<file path="config.mk">
export PLATFORM = sky130hd
export DESIGN_NAME = reset_release_sequencer
export DESIGN_NICKNAME = d
export VERILOG_FILES = /design/src/rtl/rst_seq_pkg.sv /design/src/rtl/reset_sync_chain.sv /design/src/rtl/reset_release_sequencer.sv
export SDC_FILE = /design/constraint.sdc
export NUM_CORES = 1
export LEC_CHECK = 0
export CAP_MARGIN = 15
export CELL_PAD_IN_SITES_DETAIL_PLACEMENT = 0
export CELL_PAD_IN_SITES_GLOBAL_PLACEMENT = 1
export CORE_MARGIN = 1.5
export CORE_UTILIZATION = 41
export CTS_CLUSTER_SIZE = 24
export DETAILED_ROUTE_END_ITERATION = 6
export PLACE_DENSITY = 0.8
export SLEW_MARGIN = 20
export SYNTH_ARGS = -nofsm -noshare
export SYNTH_HDL_FRONTEND = slang
export SYNTH_SLANG_ARGS = --single-unit
</file>
<file path="constraint.sdc">
create_clock -name clk -period 2.3 [get_ports clk]
set_input_delay 0.23 -clock clk [delete_from_list [all_inputs] [get_ports clk]]
set_output_delay 0.23 -clock clk [all_outputs]
set_load 0.03 [all_outputs]
</file>
<file path="src/rtl/rst_seq_pkg.sv">
// Shared types and helpers for the reset release sequencer.
//   rst_seq_state_e : sequencer FSM state (2-bit encoding)
//   CAUSE_HW/CAUSE_SW : reset cause codes reported on last_cause
//   clog2_min1 / max_u : width helpers for parameter-derived counters
package rst_seq_pkg;

  typedef enum logic [1:0] {
    StHold    = 2'd0,
    StStretch = 2'd1,
    StRelease = 2'd2,
    StDone    = 2'd3
  } rst_seq_state_e;

  localparam logic [1:0] CAUSE_HW = 2'b01;
  localparam logic [1:0] CAUSE_SW = 2'b10;

  // Bit width needed to hold values 0..n-1, never less than one bit.
  function automatic int unsigned clog2_min1(input int unsigned n);
    int unsigned w;
    w = $clog2(n);
    return (w == 0) ? 1 : w;
  endfunction

  function automatic int unsigned max_u(input int unsigned a, input int unsigned b);
    return (a > b) ? a : b;
  endfunction

endpackage

</file>
<file path="src/rtl/reset_sync_chain.sv">
// Async-assert / sync-deassert reset synchronizer.
// A SYNC_STAGES flop chain preset by reset that shifts in 0 once reset drops.
//   clk      : destination clock
//   reset    : raw reset, active high, asynchronous
//   sync_rst : synchronized reset (last stage of the chain)
module reset_sync_chain #(
  parameter int unsigned SYNC_STAGES = 2
) (
  input  logic clk,
  input  logic reset,
  output logic sync_rst
);

  logic [SYNC_STAGES-1:0] r_sync;

  always_ff @(posedge clk or posedge reset) begin
    if (reset) begin
      r_sync <= '1;
    end else begin
      r_sync <= {r_sync[SYNC_STAGES-2:0], 1'b0};
    end
  end

  assign sync_rst = r_sync[SYNC_STAGES-1];

endmodule

</file>
<file path="src/rtl/reset_release_sequencer.sv">
// Reset release sequencer: asserts all rst_out bits asynchronously on reset,
// waits for the synchronized release, holds STRETCH_CYCLES, then releases
// rst_out[0..NUM_OUT-1] one every GAP_CYCLES. sw_rst_req re-runs the
// stretch/release part without the synchronizer.
//   clk        : clock
//   reset      : raw reset, async assert, active high
//   sw_rst_req : single-cycle software reset request (ignored in HOLD)
//   rst_out    : sequenced active-high resets, bit 0 releases first
//   rst_done   : all rst_out bits released
//   busy       : sequence in progress
//   last_cause : (only with RST_SEQ_CAUSE_EN) CAUSE_HW or CAUSE_SW
// Optional build macro: RST_SEQ_CAUSE_EN adds last_cause.
module reset_release_sequencer
  import rst_seq_pkg::*;
#(
  parameter int unsigned SYNC_STAGES    = 2,
  parameter int unsigned STRETCH_CYCLES = 16,
  parameter int unsigned NUM_OUT        = 4,
  parameter int unsigned GAP_CYCLES     = 8
) (
  input  logic               clk,
  input  logic               reset,
  input  logic               sw_rst_req,
  output logic [NUM_OUT-1:0] rst_out,
  output logic               rst_done,
  output logic               busy
`ifdef RST_SEQ_CAUSE_EN
  ,
  output logic [1:0]         last_cause
`endif
);

  localparam int unsigned CntW = clog2_min1(max_u(STRETCH_CYCLES, GAP_CYCLES));
  localparam int unsigned IdxW = clog2_min1(NUM_OUT);
  localparam logic [CntW-1:0] StretchLoad = CntW'(STRETCH_CYCLES - 1);
  localparam logic [CntW-1:0] GapLoad     = CntW'(GAP_CYCLES - 1);
  localparam logic [IdxW-1:0] LastIdx     = IdxW'(NUM_OUT - 1);

  rst_seq_state_e     r_state, w_state_nxt;
  logic [CntW-1:0]    r_cnt, w_cnt_nxt;
  logic [IdxW-1:0]    r_idx, w_idx_nxt;
  logic [NUM_OUT-1:0] r_rst_out, w_rst_out_nxt;
  logic               w_sync_rst;
  logic               w_sw_ok;

  reset_sync_chain #(
    .SYNC_STAGES(SYNC_STAGES)
  ) u_sync (
    .clk     (clk),
    .reset   (reset),
    .sync_rst(w_sync_rst)
  );

  // Software request only counts once the synchronized release has been seen.
  assign w_sw_ok = sw_rst_req && (r_state != StHold);

  always_ff @(posedge clk or posedge reset) begin
    if (reset) begin
      r_state   <= StHold;
      r_cnt     <= '0;
      r_idx     <= '0;
      r_rst_out <= '1;
    end else begin
      r_state   <= w_state_nxt;
      r_cnt     <= w_cnt_nxt;
      r_idx     <= w_idx_nxt;
      r_rst_out <= w_rst_out_nxt;
    end
  end

  always_comb begin
    w_state_nxt   = r_state;
    w_cnt_nxt     = r_cnt;
    w_idx_nxt     = r_idx;
    w_rst_out_nxt = r_rst_out;

    unique case (r_state)
      StHold: begin
        if (!w_sync_rst) begin
          w_state_nxt = StStretch;
          w_cnt_nxt   = StretchLoad;
        end
      end
      StStretch: begin
        if (r_cnt == '0) begin
          w_rst_out_nxt[0] = 1'b0;
          if (NUM_OUT == 1) begin
            w_state_nxt = StDone;
          end else begin
            w_state_nxt = StRelease;
            w_idx_nxt   = IdxW'(1);
            w_cnt_nxt   = GapLoad;
          end
        end else begin
          w_cnt_nxt = r_cnt - 1'b1;
        end
      end
      StRelease: begin
        if (r_cnt == '0) begin
          for (int i = 0; i < NUM_OUT; i++) begin
            if (r_idx == IdxW'(i)) w_rst_out_nxt[i] = 1'b0;
          end
          if (r_idx == LastIdx) begin
            w_state_nxt = StDone;
          end else begin
            w_idx_nxt = r_idx + 1'b1;
            w_cnt_nxt = GapLoad;
          end
        end else begin
          w_cnt_nxt = r_cnt - 1'b1;
        end
      end
      StDone: begin
        w_state_nxt = StDone;
      end
      default: begin
        w_state_nxt = StHold;
      end
    endcase

    // Software reset overrides normal progression in every non-HOLD state.
    if (w_sw_ok) begin
      w_rst_out_nxt = '1;
      w_state_nxt   = StStretch;
      w_cnt_nxt     = StretchLoad;
      w_idx_nxt     = '0;
    end
  end

  assign rst_out  = r_rst_out;
  assign rst_done = (r_state == StDone);
  assign busy     = (r_state != StDone);

`ifdef RST_SEQ_CAUSE_EN
  logic [1:0] r_cause;

  always_ff @(posedge clk or posedge reset) begin
    if (reset) begin
      r_cause <= CAUSE_HW;
    end else if (w_sw_ok) begin
      r_cause <= CAUSE_SW;
    end
  end

  assign last_cause = r_cause;
`endif

endmodule

</file>
==> impl_metrics.ini <==
[synth]
synth_sequential_area_ratio = 0.4011
postSynthCellCount = 99
synthesis.yosys.warnings = 0
synth_top_area_cell = sky130_fd_sc_hd__dfrtp_1
yosys-top-cells-area = sky130_fd_sc_hd__dfrtp_1, sky130_fd_sc_hd__dfstp_2, sky130_fd_sc_hd__ha_1, sky130_fd_sc_hd__nand2_1, sky130_fd_sc_hd__inv_1
synth_top_cells_by_count = sky130_fd_sc_hd__nand2_1, sky130_fd_sc_hd__ha_1, sky130_fd_sc_hd__inv_1
synth_fp_nets = 112
yosysUniqueCellTypes = 32
synthDominantCellAreaShare = 0.2244
synth_top_flop_cell = sky130_fd_sc_hd__dfrtp_1
post_synthesis_async_set_or_reset_flop_share = 1.000
synth.most_common_cell = sky130_fd_sc_hd__nand2_1
mappedNetlistArea_um2 = 892.1
syn_area_per_cell_um2 = 9.011
synth_seq_cells = 14
synth-edff-count = 0

[status]
status = finished clean

[route]
wl_met1_um = 819
top_layer_used = met4
drt_first_iter_violations = 16
met2WireLength_um = 826
vias_after_detailed_routing = 710
drc_errors_left = 0
wire_per_inst_um = 13.01
met3RoutedLength_um = 49
final_antenna_net_count = 0
routed_via_density = 5.299
detailedRoute.firstPassIterationCount = 4
routed_wirelength_um = 1744

[sta]
max_slew_violation_count = 0
final.period_utilization = 0.8336
tightestPinTransition_ns = 0.5396
setup_total_negative_slack_ns = 0
finalCriticalPeriod_ns = 1.917
setup_repair_after_global_routing_missed_its_margin = no
clock_skew_after_layout_ns = 0.007276
maxClockFrequency_mhz = 521.6
finalSetupViolations = 0
finalHoldViolations = 0
remaining_max_slew_budget_at_the_tightest_pin = 0.6372

[floorplanning]
die-height_um = 49.65
io_pins = 9
die_area_um2 = 2465
floorplan.initialDensity = 0.4456
core_area_um2 = 2002
floorplan.rows = 16
floorplan.die.width_um = 49.65

[layout]
drive_gt1_frac = 0.09346
fin_area_um2 = 1010
final_stage_net_count = 121
layout.filler_cells = 196
area_growth_syn_to_layout_pct = 13.18
register_area_um2 = 357.8
antennaDiodeCount = 0
multi_input_area_um2 = 478.0

[worst_setup_path]
worst_reg2reg_startpoint = r_cnt[0]
worstSetupEndpointType = flop
regToRegEndpoint = r_state[1]
crit_path_max_fanout = 10
critical_path_class = reg2reg
ff2ff_setup_slack_ns = 0.38
worst_setup_ep = r_state[1]
worst_r2r_path_depth = 5
crit_start = r_cnt[0]
cp-start-kind = flop
critPathSlowestCell = sky130_fd_sc_hd__or3b_1
cp_data_required_time_ns = 2.50
worstPathCellList = inv_1 > ha_1 > or3b_1 > a221o_1 > a211oi_1
slowest_delay_ns = 0.52
arrival_ns = 2.11

[place]
placed_cell_area_um2 = 983.4
gp_congestion = 0.8547
place.port_buffers = 8
detailedPlacementHpwl_um = 1255

[grt]
pin_count_of_the_biggest_net_entering_global_routing = 15
first_pass_grt_wire_length_um = 2946
first_global_vias = 681
grt_antenna_before_repair = 0
globalRouteOverflowTotal = 0
total_global_routing_track_utilization = 0.1588

[pwr]
p_leak_nw = 0.4321
power_per_cell_area_nw_per_um2 = 847.2
irDropWorstVdd_uv = 418.0

[clocking]
cts_buffer_depth = 2
htree_num_levels = 1
clk_root_buffer_cell = sky130_fd_sc_hd__clkbuf_4
ctsHoldBuffers = 0
post_cts_resized = 0
postCtsSetupBuffers = 0
path_clk_slew_ns = 0.09
tritoncts = yes
clock-sinks = 14
cts_buffers = 3
worst_skew_pair.late_latency_ns = 0.29

[worst_hold_path]
hp-class = in2async

[job]
maxCapViolCount = 0
[routing by layer]
metal	GRT usage	vias up
li1	-	356
met1	0.2012	330
met2	0.2511	19
met3	0.02121	5
met4	0.1065	0
met5	0	-
[layout by cell type (no fill, tap or decap)]
cell type,instances
sky130_fd_sc_hd__nand2b_1,3
sky130_fd_sc_hd__a221oi_1,1
sky130_fd_sc_hd__a211oi_1,1
sky130_fd_sc_hd__a22o_1,1
sky130_fd_sc_hd__o21a_1,1
sky130_fd_sc_hd__nor2_1,5
sky130_fd_sc_hd__a221o_1,1
sky130_fd_sc_hd__ha_1,10
sky130_fd_sc_hd__clkdlybuf4s50_1,8
sky130_fd_sc_hd__inv_1,9
sky130_fd_sc_hd__nand3b_1,1
sky130_fd_sc_hd__mux2_2,1
sky130_fd_sc_hd__nor2b_1,2
sky130_fd_sc_hd__mux2i_1,1
sky130_fd_sc_hd__nand3_1,4
sky130_fd_sc_hd__o31ai_1,1
sky130_fd_sc_hd__a21o_1,1
sky130_fd_sc_hd__a21oi_1,6
sky130_fd_sc_hd__clkbuf_1,1
sky130_fd_sc_hd__nor3_1,4
sky130_fd_sc_hd__dfrtp_1,8
sky130_fd_sc_hd__o32a_1,1
sky130_fd_sc_hd__nand2_1,13
sky130_fd_sc_hd__or3b_1,1
sky130_fd_sc_hd__o22ai_1,1
sky130_fd_sc_hd__and3_1,1
sky130_fd_sc_hd__conb_1,1
sky130_fd_sc_hd__nand4b_1,1
sky130_fd_sc_hd__nor3b_1,2
sky130_fd_sc_hd__o21ai_0,6
sky130_fd_sc_hd__clkbuf_4,3
sky130_fd_sc_hd__and4_1,1
sky130_fd_sc_hd__dfstp_2,6
[worst max-delay path, delay by kind of cell (launching register included)]
kind,cells,cell delay [ns]
AO/OA/AOI/OAI,2,0.60
AND/OR/NAND/NOR,1,0.52
flip-flops,1,0.41
adder cells (fa/ha/maj),1,0.22
buffers and inverters,1,0.07
[where the power goes]
group / leakage, nW / switching (mW) / total (mW) / internal, mW
combinational: 0.265 / 0.217 / 0.378 / 0.160
clock: 0.0150 / 0.0808 / 0.148 / 0.0675
sequential: 0.152 / 0.0417 / 0.329 / 0.288
[layout make-up]
type	instances	share of cell area
Timing Repair Buffer	8	0.07931
Inverter	9	0.03346
Sequential cell	14	0.3544
Clock buffer	4	0.02602
Multi-Input combinational cell	72	0.4734
Tap cell	27	0.03346
[worst min-delay path by stage]
stage,end,start,cells after the start,slack [ns]
after global routing,r_cnt[0],reset,2,0.34
after global placement,u_sync.r_sync[1],u_sync.r_sync[0],0,0.35
final,r_cnt[0],reset,2,0.27
after floorplan,r_cnt[0],reset,1,0.11
after CTS,r_cnt[0],reset,2,0.29
after detailed placement,u_sync.r_sync[1],u_sync.r_sync[0],0,0.35
[registers in the layout, indices dropped and copies added, names as in the netlist]
signal	cells
r_cnt	4
r_idx	2
r_state	2
rst_out	4
u_sync.r_sync	2
[logic make-up after synthesis]
family / synth area share
AOI/OAI and AO/OA: 0.1501
adders and majority gates: 0.1403
buffers and inverters: 0.06311
DFF: 0.4011
muxes: 0.02384
other: 0.004204
and+or+nand+nor: 0.2174
[stage by stage]
| stage | hold slack, ns | power [mW] | util | cells | worst slack (ns) |
|---|---|---|---|---|---|
| floorplan | 0.1149 | 0.6106 | - | 99 | 0.5363 |
| global placement | 0.3488 | 0.7039 | 0.4913 | 130 | 0.4516 |
| detailed placement | 0.3528 | 0.7053 | 0.4913 | 130 | 0.4255 |
| CTS | 0.2914 | 0.8562 | 0.5044 | 134 | 0.3992 |
| global route | 0.3394 | 0.9172 | 0.5044 | 134 | 0.1921 |
| finish | 0.2682 | 0.8554 | 0.5044 | 134 | 0.3828 |
Note: power is estimated with default switching activity, not from simulation.
==> RTL edit 1: new RTL, same settings <==
The 4 states of `rst_seq_state_e` get a Gray code encoding in 2 bits.
--- a/src/rtl/rst_seq_pkg.sv
+++ b/src/rtl/rst_seq_pkg.sv
@@ -6,8 +6,8 @@
 
   typedef enum logic [1:0] {
-    StHold    = 2'd0,
-    StStretch = 2'd1,
-    StRelease = 2'd2,
-    StDone    = 2'd3
+    StHold    = 2'b00,
+    StStretch = 2'b01,
+    StRelease = 2'b11,
+    StDone    = 2'b10
   } rst_seq_state_e;
 
Behaviour: same outputs for any inputs over 10 cycles, from zero or initial values and one cycle with reset high; not proved beyond that.
==> RTL edit 1 against the original RTL <==
- non-clock buffer count up 2
- final cell count down 15%
- setup slack worse by 0.073 ns
- sequential cell count unchanged
- wire length down 18%
- clock skew down 0.0041 ns
- utilization up 2.4 points
- synthesized area down 15%
- sequential share of layout area up 3.8 points
- cell area down 9.7%
- highest routed layer unchanged
Power is not compared: it rests on default switching activity, and its combinational part moved more than twofold at a synthesized area within 25%.
==> RTL edit 1: results (changes against the original RTL) <==
** Outcome
- Status :: finished, final reports clean

** Global routing
- The met1 global-route usage came to 24.6% (+4.4 points).
- The global routing usage on met3 was 3.53% (+1.4 points).
- GR Util met2 :: 27.5% (+2.4 points)
- The total track usage came to 18.1% (+2.2 points).

** Logic synthesis
- Netlist cell types :: 28 (-13%)
- Share of synthesized area occupied by flip-flops and latches :: 47.0% (+6.9 points)
- Compound-gate portion of the synthesized area :: 18.1% (+3.1 points)
- By area the synthesized netlist is led by dfrtp_1, dfstp_2, ha_1.
- Leading post-synthesis cells by instance count :: a21oi_1, dfrtp_1, nor2_1, dfstp_2, inv_1
- Multiplexer share of the synthesized area :: 1.97% (-0.41 points)
- The number of nets in the synthesized netlist came to 86 (-23%).
- The arithmetic-cell share of the synthesized area counting full adders, half adders and majority gates was 8.21% (-5.8 points).

** Critical path
- Among cell families on the critical path, the largest total delay comes from buffers and inverters.
- CP Data Arrival Time :: 1.76 ns (-0.35 ns)
- The maximum single-stage delay on the critical path is 0.67 ns (+0.15 ns).

** Placed design
- The instance area at placement is 876 um2 (-11%).
- Final weighted congestion in routability-driven placement :: 0.797 (-6.7%)

** Routing
- Via total after detailed routing :: 551 (-22%)
- Total Routed Length :: 1420 um (-18%)

** Timing
- The clock skew is 0.00314 ns (-0.00414 ns).
- The measured slew at the worst slew-check pin is 0.534 ns (-0.00593 ns).

** Cells and area
- Layout cell share with drive strength beyond 1 :: 19.1% (+9.8 points)
- The count of fill cells added during filler insertion was 185 (-5.6%).
- The number of nets in the finished design came to 98 (-19%).
-- RTL edit 1: path summary, 6_finish.rpt --
kind,cells after the start,slack [ns],end,startpoint
max,3,0.31,rst_done,r_state[0]
min,2,0.28,r_state[0],reset
max reg2reg,7,0.55,r_idx[0],r_cnt[0]
min reg2reg,0,0.37,u_sync.r_sync[1],u_sync.r_sync[0]
max in group asynchronous,2,1.65,rst_out[1],reset
min in group clk,0,0.37,u_sync.r_sync[1],u_sync.r_sync[0]
-- RTL edit 1: through the flow --
stage                     total power [mW]  instances  hold slack (ns)  util (%)  setup WS [ns]
final                                0.467        114            0.281      52.8          0.310
after global routing                 0.487        114            0.355      52.8          0.245
after CTS                            0.475        114            0.299      52.8          0.300
after detailed placement             0.294        110            0.353      50.7          0.453
after global placement               0.292        110            0.346      50.7          0.497
after floorplan                      0.282         78            0.115         -          0.581
-- RTL edit 1: where the power goes --
group          internal (mW)  leakage [nW]  total, mW  switching [mW]
combinational         0.0143         0.238     0.0309          0.0166
clock                 0.0962        0.0210      0.178          0.0821
sequential             0.254         0.152      0.258         0.00425
total                  0.364         0.411      0.467           0.103
-- RTL edit 1: cell type report --
class	instances	area share, %
multi-input cells	54	40.1
clock buffers	4	3.98
well taps	25	3.43
inverters	7	2.88
repair buffers	10	10.4
flip-flops and latches	14	39.2
-- RTL edit 1: kinds of logic after synthesis --
logic type	after synthesis
simple gates	26
fa+ha+maj	5
mux	1
buf+inv	10
compound gates	21
flops	14
other cells	1
-- RTL edit 1: layer usage --
layer,routed length [um],part of all wire (%)
met5,0,0
met4,10,0.70
met3,50,3.5
met2,697,49
met1,664,47
==> RTL edit 2: new RTL, same settings <==
Made on the original files. Add a define of `RST_SEQ_CAUSE_EN`.
--- a/src/rtl/reset_release_sequencer.sv
+++ b/src/rtl/reset_release_sequencer.sv
@@ -11,4 +11,6 @@
 //   last_cause : (only with RST_SEQ_CAUSE_EN) CAUSE_HW or CAUSE_SW
 // Optional build macro: RST_SEQ_CAUSE_EN adds last_cause.
+`define RST_SEQ_CAUSE_EN
+
 module reset_release_sequencer
   import rst_seq_pkg::*;
Function (old outputs only; new: last_cause): kept (Yosys induction, for registers that start in step).
==> RTL edit 2 against the original RTL <==
- setup slack improved by 0.011 ns
- combinational power increased by 17%
- synthesized cell count decreased by 4.0%
- final cell count unchanged
- total power increased by 16%
- global-route usage decreased by 0.86 points
- synthesized area increased by 7.6%
- wire length decreased by 3.6%
- cell area increased by 10%
- sequential cell count increased by 2
- critical path type unchanged
- critical endpoint is now r_cnt[1]
- largest power group unchanged
==> RTL edit 2: results (changes against the original RTL) <==
** Cells and area
- The number of nets in the finished design was 120 (-0.83%).
- The proportion of layout cells with a drive suffix above 1 was 18.9% (+9.5 points).

** Global routing
- The total track usage was 15.0% (-0.86 points).
- Maximum number of pins on one net before global-route repair :: 17 (+2)
- The via count of the first global-routing pass is 623 (-8.5%).
- Global-route wire length before repair :: 2880 um (-2.3%)

** Critical path
- The depth of the worst register-to-register path is 6 (+1).
- Worst r2r dst :: r_cnt[1]
- The critical path data arrival time was 2.08 ns (-0.03 ns).
- The startpoint identified for the worst register-to-register timing path is r_state[0].

** Placed design
- Post-Place Setup Slack :: 0.421 ns (-0.00427 ns)
- The instance area at placement was 1080 um2 (+9.4%).
- The number of buffer cells added on primary ports is 10 (+2).

** Pwr
- The fraction of power consumed by the clock network came to 18.9% (+1.6 points).
- The switching share of power is 38.8% (-0.90 points).
- The power in combinational cells was 0.443 mW (+17%).

** Routing
- Number of detailed-routing iterations run before antenna repair :: 2 (-2)
- Total Routed Length :: 1680 um (-3.6%)
- Via total after detailed routing :: 682 (-3.9%)

** Logic synthesis
- The count of different cell masters after synthesis was 36 (+13%).
- Leading post-synthesis cells by instance count :: ha_1, inv_1, nand2_1, dfrtp_1
- Top cells by area in the synthesized netlist :: dfrtp_1, dfstp_2, ha_1
- Post-synthesis average cell area :: 10.1 um2 (+12%)
- The number of nets in the synthesized netlist is 108 (-3.6%).

** Outcome
- Status :: finished, final reports clean
==> RTL edit 2: cell count changes in the layout (fill, tap and decap cells not counted), moves of 2 or more <==
cell and change:
a21oi_1 -5, clkdlybuf4s50_1 +2, nand2_1 -3, nand3_1 +3
nor2_1 -3, nor2b_1 -2, nor3_1 -4, nor3b_1 -2
o21ai_1 +4
==> RTL edit 2: layout make-up <==
class / count / area (um2)
fill: 211 / 1100
multi-input combinational: 65 / 487
sequential: 16 / 409
timing repair buffer: 11 / 108
inverter: 10 / 37.5
clock buffer: 4 / 36.3
tap: 28 / 35.0
==> RTL edit 2: worst max path at each step <==
stage                     from  cells past startpoint        to
CTS                 r_state[0]                      6  r_cnt[1]
global placement    r_state[0]                      6  r_cnt[1]
global route        r_state[0]                      6  r_cnt[1]
finish              r_state[0]                      6  r_cnt[1]
floorplan           r_state[0]                      6  r_cnt[1]
detailed placement  r_state[0]                      6  r_cnt[1]
==> RTL edit 2: critical path, cell delays in order (launching register included) <==
cell and delay, ns:
dfrtp_1 0.42, inv_1 0.10, ha_1 0.22, or2_2 0.31, o21ai_1 0.24, a41o_1 0.18, mux2_1 0.32
==> RTL edit 2: cell families (layout without fill, tap and decap cells) <==
kind of cell / Yosys count / after routing / synth area share [%]
buffers and inverters: 14 / 25 / 6.65
adder cells (fa/ha/maj): 10 / 10 / 13.0
other: 1 / 1 / 0.391
flip-flops: 16 / 16 / 42.6
multiplexers: 2 / 2 / 2.22
AND/OR/NAND/NOR: 31 / 31 / 19.6
AO/OA/AOI/OAI: 21 / 21 / 15.5
==> RTL edit 2: per-layer routing <==
metal	track usage [%]	wire length, um	vias to the layer above
li1	-	-	345
met4	2.63	14	0
met5	0	0	-
met2	23.9	797	6
met1	19.9	822	329
met3	5.26	48	2
